## config.mk

```make
export PLATFORM = sky130hd
export DESIGN_NAME = id_ex_stage
export DESIGN_NICKNAME = d
export VERILOG_FILES = /design/src/rtl/id_ex_stage.sv
export SDC_FILE = /design/constraint.sdc
export NUM_CORES = 1
export LEC_CHECK = 0
export BUFFER_PORTS_ARGS = -buffer_cell sky130_fd_sc_hd__buf_2
export CAP_MARGIN = 20
export CORE_ASPECT_RATIO = 1.75
export CORE_UTILIZATION = 35
export CTS_CLUSTER_SIZE = 24
export DETAILED_ROUTE_END_ITERATION = 8
export PLACE_DENSITY = 0.62
export RECOVER_POWER = 50
export SLEW_MARGIN = 20
export SYNTH_ARGS = -nofsm -noshare
export SYNTH_HDL_FRONTEND = slang
export SYNTH_SLANG_ARGS = --single-unit
```

## constraint.sdc

```tcl
create_clock -name clk_i -period 2.7 [get_ports clk_i]
set_input_delay 0.135 -clock clk_i [delete_from_list [all_inputs] [get_ports clk_i]]
set_output_delay 0.135 -clock clk_i [all_outputs]
set_load 0.05 [all_outputs]
```

## src/rtl/id_ex_stage.sv

```systemverilog
// ID/EX pipeline register. Captures operands, immediate and decoded control
// from the decode stage, merges same-cycle write-back data into the operands,
// and turns load-use pairs, branch flushes and global holds into bubbles or freezes.
module id_ex_stage #(
   parameter int DATA_W  = 32,
   parameter int ADDR_W  = 5,
   parameter int ALUOP_W = 3,
   parameter int CNT_W   = 16
) (
   input  logic               clk_i,
   input  logic               rst_i,
   input  logic               hold_i,
   input  logic               flush_i,
   input  logic               id_valid_i,
   input  logic [DATA_W-1:0]  id_pc_i,
   input  logic [ADDR_W-1:0]  RSaddr_i,
   input  logic [ADDR_W-1:0]  RTaddr_i,
   input  logic [ADDR_W-1:0]  RDaddr_i,
   input  logic [DATA_W-1:0]  RSdata_i,
   input  logic [DATA_W-1:0]  RTdata_i,
   input  logic [DATA_W-1:0]  imm_i,
   input  logic               RegWrite_i,
   input  logic               MemRead_i,
   input  logic               MemWrite_i,
   input  logic               MemtoReg_i,
   input  logic               ALUSrc_i,
   input  logic [ALUOP_W-1:0] ALUOp_i,
   input  logic               wb_RegWrite_i,
   input  logic [ADDR_W-1:0]  wb_RDaddr_i,
   input  logic [DATA_W-1:0]  wb_RDdata_i,
   output logic               ex_valid_o,
   output logic [DATA_W-1:0]  ex_pc_o,
   output logic [ADDR_W-1:0]  ex_RSaddr_o,
   output logic [ADDR_W-1:0]  ex_RTaddr_o,
   output logic [ADDR_W-1:0]  ex_RDaddr_o,
   output logic [DATA_W-1:0]  ex_RSdata_o,
   output logic [DATA_W-1:0]  ex_RTdata_o,
   output logic [DATA_W-1:0]  ex_imm_o,
   output logic               ex_RegWrite_o,
   output logic               ex_MemRead_o,
   output logic               ex_MemWrite_o,
   output logic               ex_MemtoReg_o,
   output logic               ex_ALUSrc_o,
   output logic [ALUOP_W-1:0] ex_ALUOp_o,
   output logic               stall_o,
   output logic [CNT_W-1:0]   bubble_cnt_o
);

   logic              haz;
   logic              kill;
   logic [DATA_W-1:0] rs_data;
   logic [DATA_W-1:0] rt_data;

   // Load in EX whose destination is read by ID; rt is compared even when unused.
   always_comb begin
      haz = ex_valid_o & ex_MemRead_o & (ex_RDaddr_o != '0) & id_valid_i &
            ((ex_RDaddr_o == RSaddr_i) | (ex_RDaddr_o == RTaddr_i));
   end

   assign stall_o = haz & ~flush_i & ~hold_i;
   assign kill    = ~hold_i & (flush_i | haz);

   // Merge a same-cycle write-back into the operands; $0 is never forwarded.
   always_comb begin
      rs_data = RSdata_i;
      rt_data = RTdata_i;
      if (wb_RegWrite_i && (wb_RDaddr_i != '0) && (wb_RDaddr_i == RSaddr_i)) begin
         rs_data = wb_RDdata_i;
      end
      if (wb_RegWrite_i && (wb_RDaddr_i != '0) && (wb_RDaddr_i == RTaddr_i)) begin
         rt_data = wb_RDdata_i;
      end
   end

   // Pipeline register: reset and bubbles clear everything, hold freezes, else capture.
   always_ff @(posedge clk_i) begin
      if (rst_i || kill) begin
         ex_valid_o    <= 1'b0;
         ex_pc_o       <= '0;
         ex_RSaddr_o   <= '0;
         ex_RTaddr_o   <= '0;
         ex_RDaddr_o   <= '0;
         ex_RSdata_o   <= '0;
         ex_RTdata_o   <= '0;
         ex_imm_o      <= '0;
         ex_RegWrite_o <= 1'b0;
         ex_MemRead_o  <= 1'b0;
         ex_MemWrite_o <= 1'b0;
         ex_MemtoReg_o <= 1'b0;
         ex_ALUSrc_o   <= 1'b0;
         ex_ALUOp_o    <= '0;
      end else if (!hold_i) begin
         ex_valid_o    <= id_valid_i;
         ex_pc_o       <= id_pc_i;
         ex_RSaddr_o   <= RSaddr_i;
         ex_RTaddr_o   <= RTaddr_i;
         ex_RDaddr_o   <= RDaddr_i;
         ex_RSdata_o   <= rs_data;
         ex_RTdata_o   <= rt_data;
         ex_imm_o      <= imm_i;
         ex_RegWrite_o <= RegWrite_i & id_valid_i;
         ex_MemRead_o  <= MemRead_i & id_valid_i;
         ex_MemWrite_o <= MemWrite_i & id_valid_i;
         ex_MemtoReg_o <= MemtoReg_i & id_valid_i;
         ex_ALUSrc_o   <= ALUSrc_i & id_valid_i;
         ex_ALUOp_o    <= id_valid_i ? ALUOp_i : '0;
      end
   end

   // Saturating count of load-use bubbles; flush-induced bubbles are not counted.
   always_ff @(posedge clk_i) begin
      if (rst_i) begin
         bubble_cnt_o <= '0;
      end else if (stall_o && (bubble_cnt_o != '1)) begin
         bubble_cnt_o <= bubble_cnt_o + {{(CNT_W-1){1'b0}}, 1'b1};
      end
   end

endmodule
```

==> impl_metrics.tcl, run 1 <==
set metrics [dict create \
    clockBufferDepth 2 \
    path_cells "buf_2 -> xnor2_1 -> nand3_1 -> nor4_4 -> buf_4 -> mux2i_1 -> dlygate4sd3_1 -> o21ai_1" \
    route.layer.met1.wl_um 9280 \
    r2r_cells 7 \
    cp_slowest_cell "nor4_4" \
    io_pins 363 \
    route.met3.wl_um 1530 \
    critPathArrivalTime_ns 2.78 \
    setup_tns_ns 0 \
    whs_ns 0.0183 \
    rsz0062_at_grt "no" \
    finalSetupViolCount 0 \
    seq_area_sq_um 3360 \
    synthCells 794 \
    final_cell_mix "buf_2 (194), clkbuf_1 (169), dfxtp_1 (168), dlygate4sd3_1 (161), nand2_1 (154)" \
    die_width_um 109 \
    final_util_pct 55.6 \
    syn_avg_cell_area_sq_um 8.80 \
    dpl_cell_area_sq_um 8940 \
    reg2reg_to "ex_RSdata_o[20]" \
    startpoint "RTaddr_i[4]" \
    clk_pin_slew_ns 0.06 \
    post-route-period-util_pct 92.3 \
    path_class "input port to flop" \
    dieArea_sq_um 20600 \
    total_power_mw 6.22 \
    drv_cap 0 \
    core_sq_um 19700 \
    grt_overflow_total 0 \
    ys_seq_elements 168 \
    synth_area_sq_um 6990 \
    initial_core_util_pct 35.6 \
    fin_skew_ns 0.0105 \
    hold_violations 0 \
    highest_layer "met5" \
    cts.sinks 168 \
    drt_wl_total_um 25100 \
    tritoncts "done" \
    clk_latency_ns 0.43 \
    postCtsSetupBuffers 0 \
    globalplace.congestion 0.849 \
    track_usage_pct 23.8 \
    firstDrtPassIters 5 \
    grt_pass1_wl_um 37700 \
    io_buffer_count 362 \
    fillers 1820 \
    root_buffer "clkbuf_16" \
    r2r_slack_ns 0.22 \
    grt_max_degree 80 \
    vias 7649 \
    final_cell_area_sq_um 10900 \
    status "finished, final reports clean" \
    cts_buffers 17 \
    peakVddDrop_v 0.000498 \
    yosysSeqAreaShare_pct 48.1 \
    maxSlewViolCount 0 \
    drtAntennaViolNets 0 \
    hpwl_um 16600 \
    end_kind "flop" \
    max_slew_margin_pct 28.2 \
    grt_pass1_vias 7449 \
    first_iter_violations 564 \
    die_height_um 189 \
    synth_cell_types 50 \
    crit_required_ns 2.99 \
    slowest_delay_ns 0.93 \
    cp-endpoint "ex_RTdata_o[1]" \
    fp-row-count 68 \
    synth_nets 989 \
    cts-htree-levels 4 \
    tightest_slew_ns 1.07 \
    r2r-start "ex_RDaddr_o[4]" \
    final_nets 1484 \
    synth_area_leader_cell "dfxtp_1" \
    fmax_ghz 0.401 \
    yosysWarnings 0 \
    p_per_area_nw_per_um2 570 \
    multi_input_area_sq_um 3320 \
    hp-class "input port to flop" \
    period_needed_ns 2.49 \
    drc_errors 0 \
    cp_max_fo 14 \
    synthToLayoutAreaGrowth_pct 56.3 \
    netlist.area_leader.share_pct 48.1 \
    synthTopCellsByArea "dfxtp_1 (48%), mux2i_1 (9.5%), nand2_1 (8.3%)" \
    drive_above_1_share_pct 19.9 \
    vias_per_cell 4.93 \
    start_kind "input port" \
    leakage_nw 4.26 \
    wl_met2_um 13600 \
    wl_per_cell_um 16.2 \
    final_common_cell "buf_2" \
    antenna_found_initial 5 \
]
-- cell families (layout without fill, tap and decap cells) --
logic type                 Yosys count  count (layout)  synth area share (%)
DFF                                168             168                  48.1
buffers and inverters               63             571                  4.76
xor gates and xnor gates            23              23                  2.88
other                                0               3                     0
AOI/OAI and AO/OA                  165             165                  13.3
adders and majority gates            1               1                 0.179
and+or+nand+nor                    301             301                  20.2
muxes                               73              73                  10.6
-- per-stage QoR --
| stage | cells | worst slack (ns) |
|---|---|---|
| 2_1_floorplan | 794 | 0.294 |
| 3_3_place_gp | 1354 | 0.202 |
| 3_5_place_dp | 1354 | 0.187 |
| 4_1_cts | 1547 | 0.154 |
| 5_1_grt | 1550 | 0.0411 |
| 6_report | 1550 | 0.207 |
-- how the worst min path moves through the flow --
stage,depth (start not counted),slack (ns),startpoint,to
CTS,3,0.0003,wb_RDdata_i[11],ex_RTdata_o[11]
detailed placement,2,0.39,MemtoReg_i,ex_MemtoReg_o
global route,3,0.02,RSdata_i[20],ex_RSdata_o[20]
global placement,2,0.38,MemWrite_i,ex_MemWrite_o
finish,3,0.02,wb_RDdata_i[26],ex_RTdata_o[26]
floorplan,2,0.28,RTaddr_i[1],ex_RTaddr_o[1]
-- per-layer routing --
metal / vias up / track usage, %
met5: - / 0
met3: 49 / 5.89
met1: 3546 / 24.0
li1: 3755 / -
met4: 4 / 11.2
met2: 295 / 44.5
-- power by group --
| part | switching, mW | leakage [nW] | internal (mW) |
|---|---|---|---|
| clock network | 1.01 | 0.286 | 1.37 |
| registers | 0.0665 | 1.38 | 2.59 |
| logic | 0.764 | 2.59 | 0.422 |
-- cell usage after synthesis, drive strengths merged --
cell / number
dfxtp: 168
nand2: 155
nand3: 93
a21oi: 81
mux2i: 66
o21ai: 65
clkbuf: 35
buf: 26
nor2: 19
xnor2: 17
a32o: 8
mux2: 7
nor2b: 7
nor4: 6
xor2: 6
and4: 5
and2: 4
or4: 3
a31oi: 2
inv: 2
nor3: 2
o21a: 2
a21o: 1
a22o: 1
and3: 1
ha: 1
nand2b: 1
nand3b: 1
nand4: 1
nor3b: 1
nor4b: 1
o2111ai: 1
o21ba: 1
o22ai: 1
o311ai: 1
o31ai: 1
or2: 1
-- registers in the layout, summed over array words and instances (netlist names) --
name / cells
ex_imm_o: 32
ex_MemtoReg_o: 1
ex_RTdata_o: 32
ex_MemRead_o: 1
ex_RSdata_o: 32
bubble_cnt_o: 16
ex_ALUSrc_o: 1
ex_RDaddr_o: 5
ex_RTaddr_o: 5
ex_pc_o: 32
ex_MemWrite_o: 1
ex_RSaddr_o: 5
ex_ALUOp_o: 3
ex_RegWrite_o: 1
ex_valid_o: 1
-- critical path, delay by kind of cell --
family	cells	cell delay, ns
simple gates	2	1.07
buf+inv	3	1.13
mux	1	0.22
compound gates	1	0.05
xor+xnor	1	0.16
-- what timing repair did --
action | CTS | global route
endpoints found under the setup margin | 0 | 0
resized for setup | 0 | 0
hold endpoints to repair | 139 | 0
hold buffers | 161 | 0
-- layout make-up --
class | count | area share [%]
clock buffer | 22 | 4.43
multi-input combinational | 563 | 30.4
tap | 245 | 2.81
antenna | 3 | 0.0687
sequential | 168 | 30.8
inverter | 2 | 0.0687
clock inverter | 10 | 0.847
timing repair buffer | 537 | 30.6
Power figures use the tool's default switching activity.
==> run 2: changes to the inputs <==
ABC_AREA = 1   (was not set)
PLACE_DENSITY = 0.61   (was 0.62)
==> impl_metrics.tcl, run 2 <==
set metrics [dict create \
    status "finished, final reports clean" \
    synth_area_leader_cell "dfxtp_1" \
    synthCells 1019 \
    synth_nets 1214 \
    leakage_nw 4.43 \
    synthTopCellsByArea "dfxtp_1 (47%), nand2_1 (15%), nand3_1 (9.6%)" \
    clockBufferDepth 2 \
    die_width_um 110 \
    multi_input_area_sq_um 3350 \
    synth_area_sq_um 7140 \
    netlist.area_leader.share_pct 47.1 \
    yosysSeqAreaShare_pct 47.1 \
    io_buffer_count 362 \
    grt_pass1_vias 7903 \
    cts_buffers 17 \
    hp-class "input port to flop" \
    track_usage_pct 24.1 \
    drc_errors 0 \
    cts-htree-levels 4 \
    firstDrtPassIters 5 \
    cp_max_fo 5 \
    core_sq_um 19800 \
    crit_required_ns 2.57 \
    tightest_slew_ns 0.737 \
    end_kind "output port" \
    final_common_cell "nand2_1" \
    synthMostInstantiatedCell "nand2_1" \
    grt-busiest-layer "met2" \
    first_iter_violations 498 \
    ys_async_sr_fraction_pct 0 \
    p_per_area_nw_per_um2 616 \
    drive_above_1_share_pct 17.5 \
    drt_wl_total_um 25300 \
    dieArea_sq_um 21000 \
    fp-row-count 68 \
    period_needed_ns 2.08 \
    synthToLayoutAreaGrowth_pct 43.6 \
    holdPathStages 5 \
    grt_pass1_wl_um 38600 \
    use_met1_pct 24.5 \
    yosysWarnings 0 \
    cts_hold_buf 79 \
    initial_core_util_pct 36.0 \
    hpwl_um 17700 \
    total_power_mw 6.32 \
    cts_resized 0 \
    path_class "flop to output port" \
    grt_overflow_total 0 \
    ys_seq_elements 168 \
    cts.sinks 168 \
    globalplace.congestion 0.864 \
    use_met3_pct 6.44 \
    critPathArrivalTime_ns 1.95 \
    syn_avg_cell_area_sq_um 7.01 \
    finalSetupViolCount 0 \
    r2r_cells 12 \
    start_kind "flop" \
    clk_latency_ns 0.43 \
    fillers 2108 \
    drv_cap 0 \
    max_slew_margin_pct 51.1 \
    maxSlewViolCount 0 \
    final_cell_mix "nand2_1 (280), buf_2 (194), clkbuf_1 (169), dfxtp_1 (168), nand3_1 (137)" \
    post-route-period-util_pct 77.1 \
    tritoncts "done" \
    clk_pin_slew_ns 0.07 \
    vias 8227 \
    synth_cell_types 26 \
    hold_violations 0 \
    vias_per_cell 4.89 \
    drtAntennaViolNets 0 \
    postCtsSetupBuffers 0 \
    root_buffer "clkbuf_16" \
    fmax_ghz 0.480 \
    synth_common_cells "nand2_1 (280), dfxtp_1 (168), nor2_1 (140)" \
    rsz0062_at_grt "no" \
    peakVddDrop_v 0.000416 \
    grt_max_degree 117 \
    grt_use_met2_pct 42.0 \
    setup_tns_ns 0 \
    seq_area_sq_um 3360 \
    io_pins 363 \
    final_util_pct 51.7 \
    synth-edff-count 0 \
    antenna_found_initial 1 \
    die_height_um 191 \
    final_nets 1619 \
    wl_per_cell_um 15.0 \
    fin_skew_ns 0.00881 \
    synthFlopType "dfxtp_1" \
]
[run 2: power breakdown]
part           switching, mW  internal [mW]  total [mW]
Clock                   1.04           1.37        2.41
Sequential            0.0648           2.60        2.67
Combinational          0.878          0.369        1.25
Total                   1.98           4.34        6.32
[run 2: logic make-up after synthesis]
kind of cell	count (synthesis)	share of synthesized area, %
AND/OR/NAND/NOR	573	33.1
flip-flops	168	47.1
AO/OA/AOI/OAI	164	11.9
buffers and inverters	101	6.27
XOR/XNOR	12	1.47
adder cells (fa/ha/maj)	1	0.175
[run 2: cell type report]
cell class / instances / share of cell area, %
Inverter: 32 / 1.22
Clock buffer: 18 / 4.18
Multi-Input combinational cell: 750 / 32.6
Tap cell: 245 / 2.99
Clock inverter: 14 / 1.44
Sequential cell: 168 / 32.8
Antenna cell: 1 / 0.0244
Timing Repair Buffer: 455 / 24.7
[run 2: critical path: stages (launching register included)]
cell and delay, ns:
dfxtp_1 0.39, inv_2 0.08, nand2_1 0.06, nand2_1 0.06
nor2_1 0.11, nand3_1 0.10, nand2_2 0.15, nand2_1 0.09
nor2_1 0.17, buf_2 0.31
[run 2: routing by layer]
layer | part of all wire (%) | wire length (um)
met3 | 7.1 | 1780
met5 | 0 | 0
met1 | 36 | 9150
met2 | 51 | 13000
met4 | 5.4 | 1370
[run 2: worst paths after layout]
kind | from | to | slack (ns)
min | RSdata_i[13] | ex_RSdata_o[13] | 0.03
max reg2reg | ex_RDaddr_o[2] | ex_RTdata_o[26] | 0.71
max | ex_RDaddr_o[2] | stall_o | 0.62
min reg2reg | ex_imm_o[17] | ex_imm_o[17] | 0.47
[run 2: through the flow]
stage | instances | hold slack [ns] | setup slack, ns | area, sq um
finish | 1683 | 0.0279 | 0.618 | 10300
global route | 1683 | 0.0324 | 0.432 | 10300
CTS | 1682 | 0.00701 | 0.548 | 10500
detailed placement | 1571 | 0.391 | 0.720 | 9100
global placement | 1571 | 0.383 | 0.730 | 9100
floorplan | 1019 | 0.278 | 0.382 | 7140
==> run 3: changes to the inputs <==
ABC_AREA = 0   (was 1)
PLACE_DENSITY = 0.64   (was 0.61)
clock period = 1.8 ns   (was 2.7 ns; I/O delays follow)
==> impl_metrics.tcl, run 3 (synthesized netlist as in run 1, its figures left out) <==
set metrics [dict create \
    status "finished with violations" \
    violations "negative setup slack" \
    initial_core_util_pct 35.6 \
    die_height_um 189 \
    period_needed_ns 2.15 \
    dpl_cell_area_sq_um 9640 \
    hpwl_um 17200 \
    fin_skew_ns 0.00823 \
    hp-class "input port to flop" \
    synthToLayoutAreaGrowth_pct 88.3 \
    die_width_um 109 \
    peakVddDrop_v 0.000689 \
    wl_per_cell_um 19.0 \
    holdPathStages 3 \
    track_usage_pct 28.9 \
    critPathArrivalTime_ns 2.06 \
    leakage_nw 5.60 \
    highest_layer "met5" \
    clk_latency_ns 0.44 \
    io_buffer_count 362 \
    globalplace.congestion 0.842 \
    r2r_cells 8 \
    final_cell_mix "buf_2 (277), dlygate4sd3_1 (183), nand2_1 (153), dfxtp_1 (145), clkbuf_1 (86)" \
    drv_cap 0 \
    root_buffer "clkbuf_16" \
    grt_max_degree 80 \
    finalSetupViolCount 169 \
    tritoncts "done" \
    drt_wl_total_um 31800 \
    cts_buffers 17 \
    clk_pin_slew_ns 0.07 \
    grt_pass1_vias 8712 \
    hold_violations 0 \
    core_sq_um 19700 \
    final_common_cell "buf_2" \
    wl_met2_um 16500 \
    final_nets 1609 \
    fp-row-count 68 \
    vias_per_cell 5.18 \
    grt_pass1_wl_um 44700 \
    crit_family "simple AND/OR/NAND/NOR gates" \
    path_buf_inv 2 \
    maxSlewViolCount 0 \
    final_util_pct 67.0 \
    fmax_ghz 0.465 \
    route.layer.met1.wl_um 10700 \
    cts-htree-levels 4 \
    start_kind "flop" \
    post-route-period-util_pct 119 \
    p_per_area_nw_per_um2 749 \
    whs_ns 0.0375 \
    fillers 1471 \
    crit_required_ns 1.71 \
    first_iter_violations 522 \
    route.met3.wl_um 2450 \
    firstDrtPassIters 6 \
    dieArea_sq_um 20600 \
    rsz0062_at_grt "yes" \
    antenna_found_initial 4 \
    vias 8667 \
    drive_above_1_share_pct 41.1 \
    tightest_slew_ns 0.971 \
    drc_errors 0 \
    end_kind "output port" \
    layout_setup_ws_ns -0.350 \
    slowest_delay_ns 0.55 \
    path_class "flop to output port" \
    clockBufferDepth 2 \
    cts.sinks 168 \
    total_power_mw 9.86 \
    grt_overflow_total 0 \
    max_slew_margin_pct 35.2 \
    io_pins 363 \
    drtAntennaViolNets 0 \
    cp_slowest_cell "or4_4" \
    final_cell_area_sq_um 13200 \
    cp_num_cells 6 \
    setup_tns_ns -42.26 \
    cp_max_fo 3 \
    path_cells "or4_4 -> o2111ai_4 -> buf_12 -> nor2_4 -> and2_4 -> buf_8" \
]
-- run 3: changes by cell type in the layout (fill, tap and decap cells not counted), moves of 83 or more --
cell / before / now
dlygate4sd3_1: 79 / 183
buf_2: 194 / 277
nand2_1: 280 / 153
nor2_1: 136 / 17
clkbuf_1: 169 / 86
-- run 3: power breakdown --
| group | switching [mW] | internal [mW] | total (mW) |
|---|---|---|---|
| Sequential | 0.0999 | 3.87 | 3.97 |
| Combinational | 1.33 | 0.871 | 2.20 |
| Clock | 1.58 | 2.11 | 3.69 |
| Total | 3.01 | 6.85 | 9.86 |
-- run 3: worst min-delay path: stages --
cell,delay [ns]
buf_2,0.12
mux2i_1,0.09
o21ai_2,0.14
-- run 3: per-layer routing --
metal / vias up / global-route usage [%]
li1: 4006 / -
met1: 4055 / 27.9
met2: 462 / 52.3
met3: 138 / 7.81
met4: 6 / 18.7
met5: - / 0
-- run 3: final timing paths --
check	startpoint	end	slack (ns)
max	ex_RDaddr_o[0]	stall_o	-0.35
min	wb_RDdata_i[10]	ex_RSdata_o[10]	0.04
max reg2reg	ex_RDaddr_o[0]	ex_RTdata_o[10]	-0.35
min reg2reg	ex_RSdata_o[17]	ex_RSdata_o[17]	0.45
-- run 3: layout make-up --
| cell class | instances | area (sq um) | area share [%] |
|---|---|---|---|
| antenna | 1 | 2.50 | 0.0190 |
| clock buffer | 23 | 499 | 3.79 |
| clock inverter | 9 | 86.3 | 0.656 |
| inverter | 2 | 7.51 | 0.0570 |
| multi-input combinational | 566 | 3920 | 29.8 |
| sequential | 168 | 3430 | 26.0 |
| tap | 245 | 307 | 2.33 |
| timing repair buffer | 659 | 4920 | 37.3 |
-- run 3: per-stage QoR --
step | std cells | setup WS, ns
CTS | 1669 | -0.350
global route | 1673 | -0.419
floorplan | 794 | -0.249
detailed placement | 1419 | -0.236
global placement | 1419 | -0.211
finish | 1673 | -0.350
-- run 3: timing repair --
action | 4_1_cts | 5_1_grt
endpoints found under the setup margin | 167 | 169
gates cloned | 18 | 1
hold buffers | 183 | 0
hold endpoints to repair | 141 | 0
buffers inserted | 17 | 8
gates resized for setup | 42 | 126
pin swaps | 21 | 33
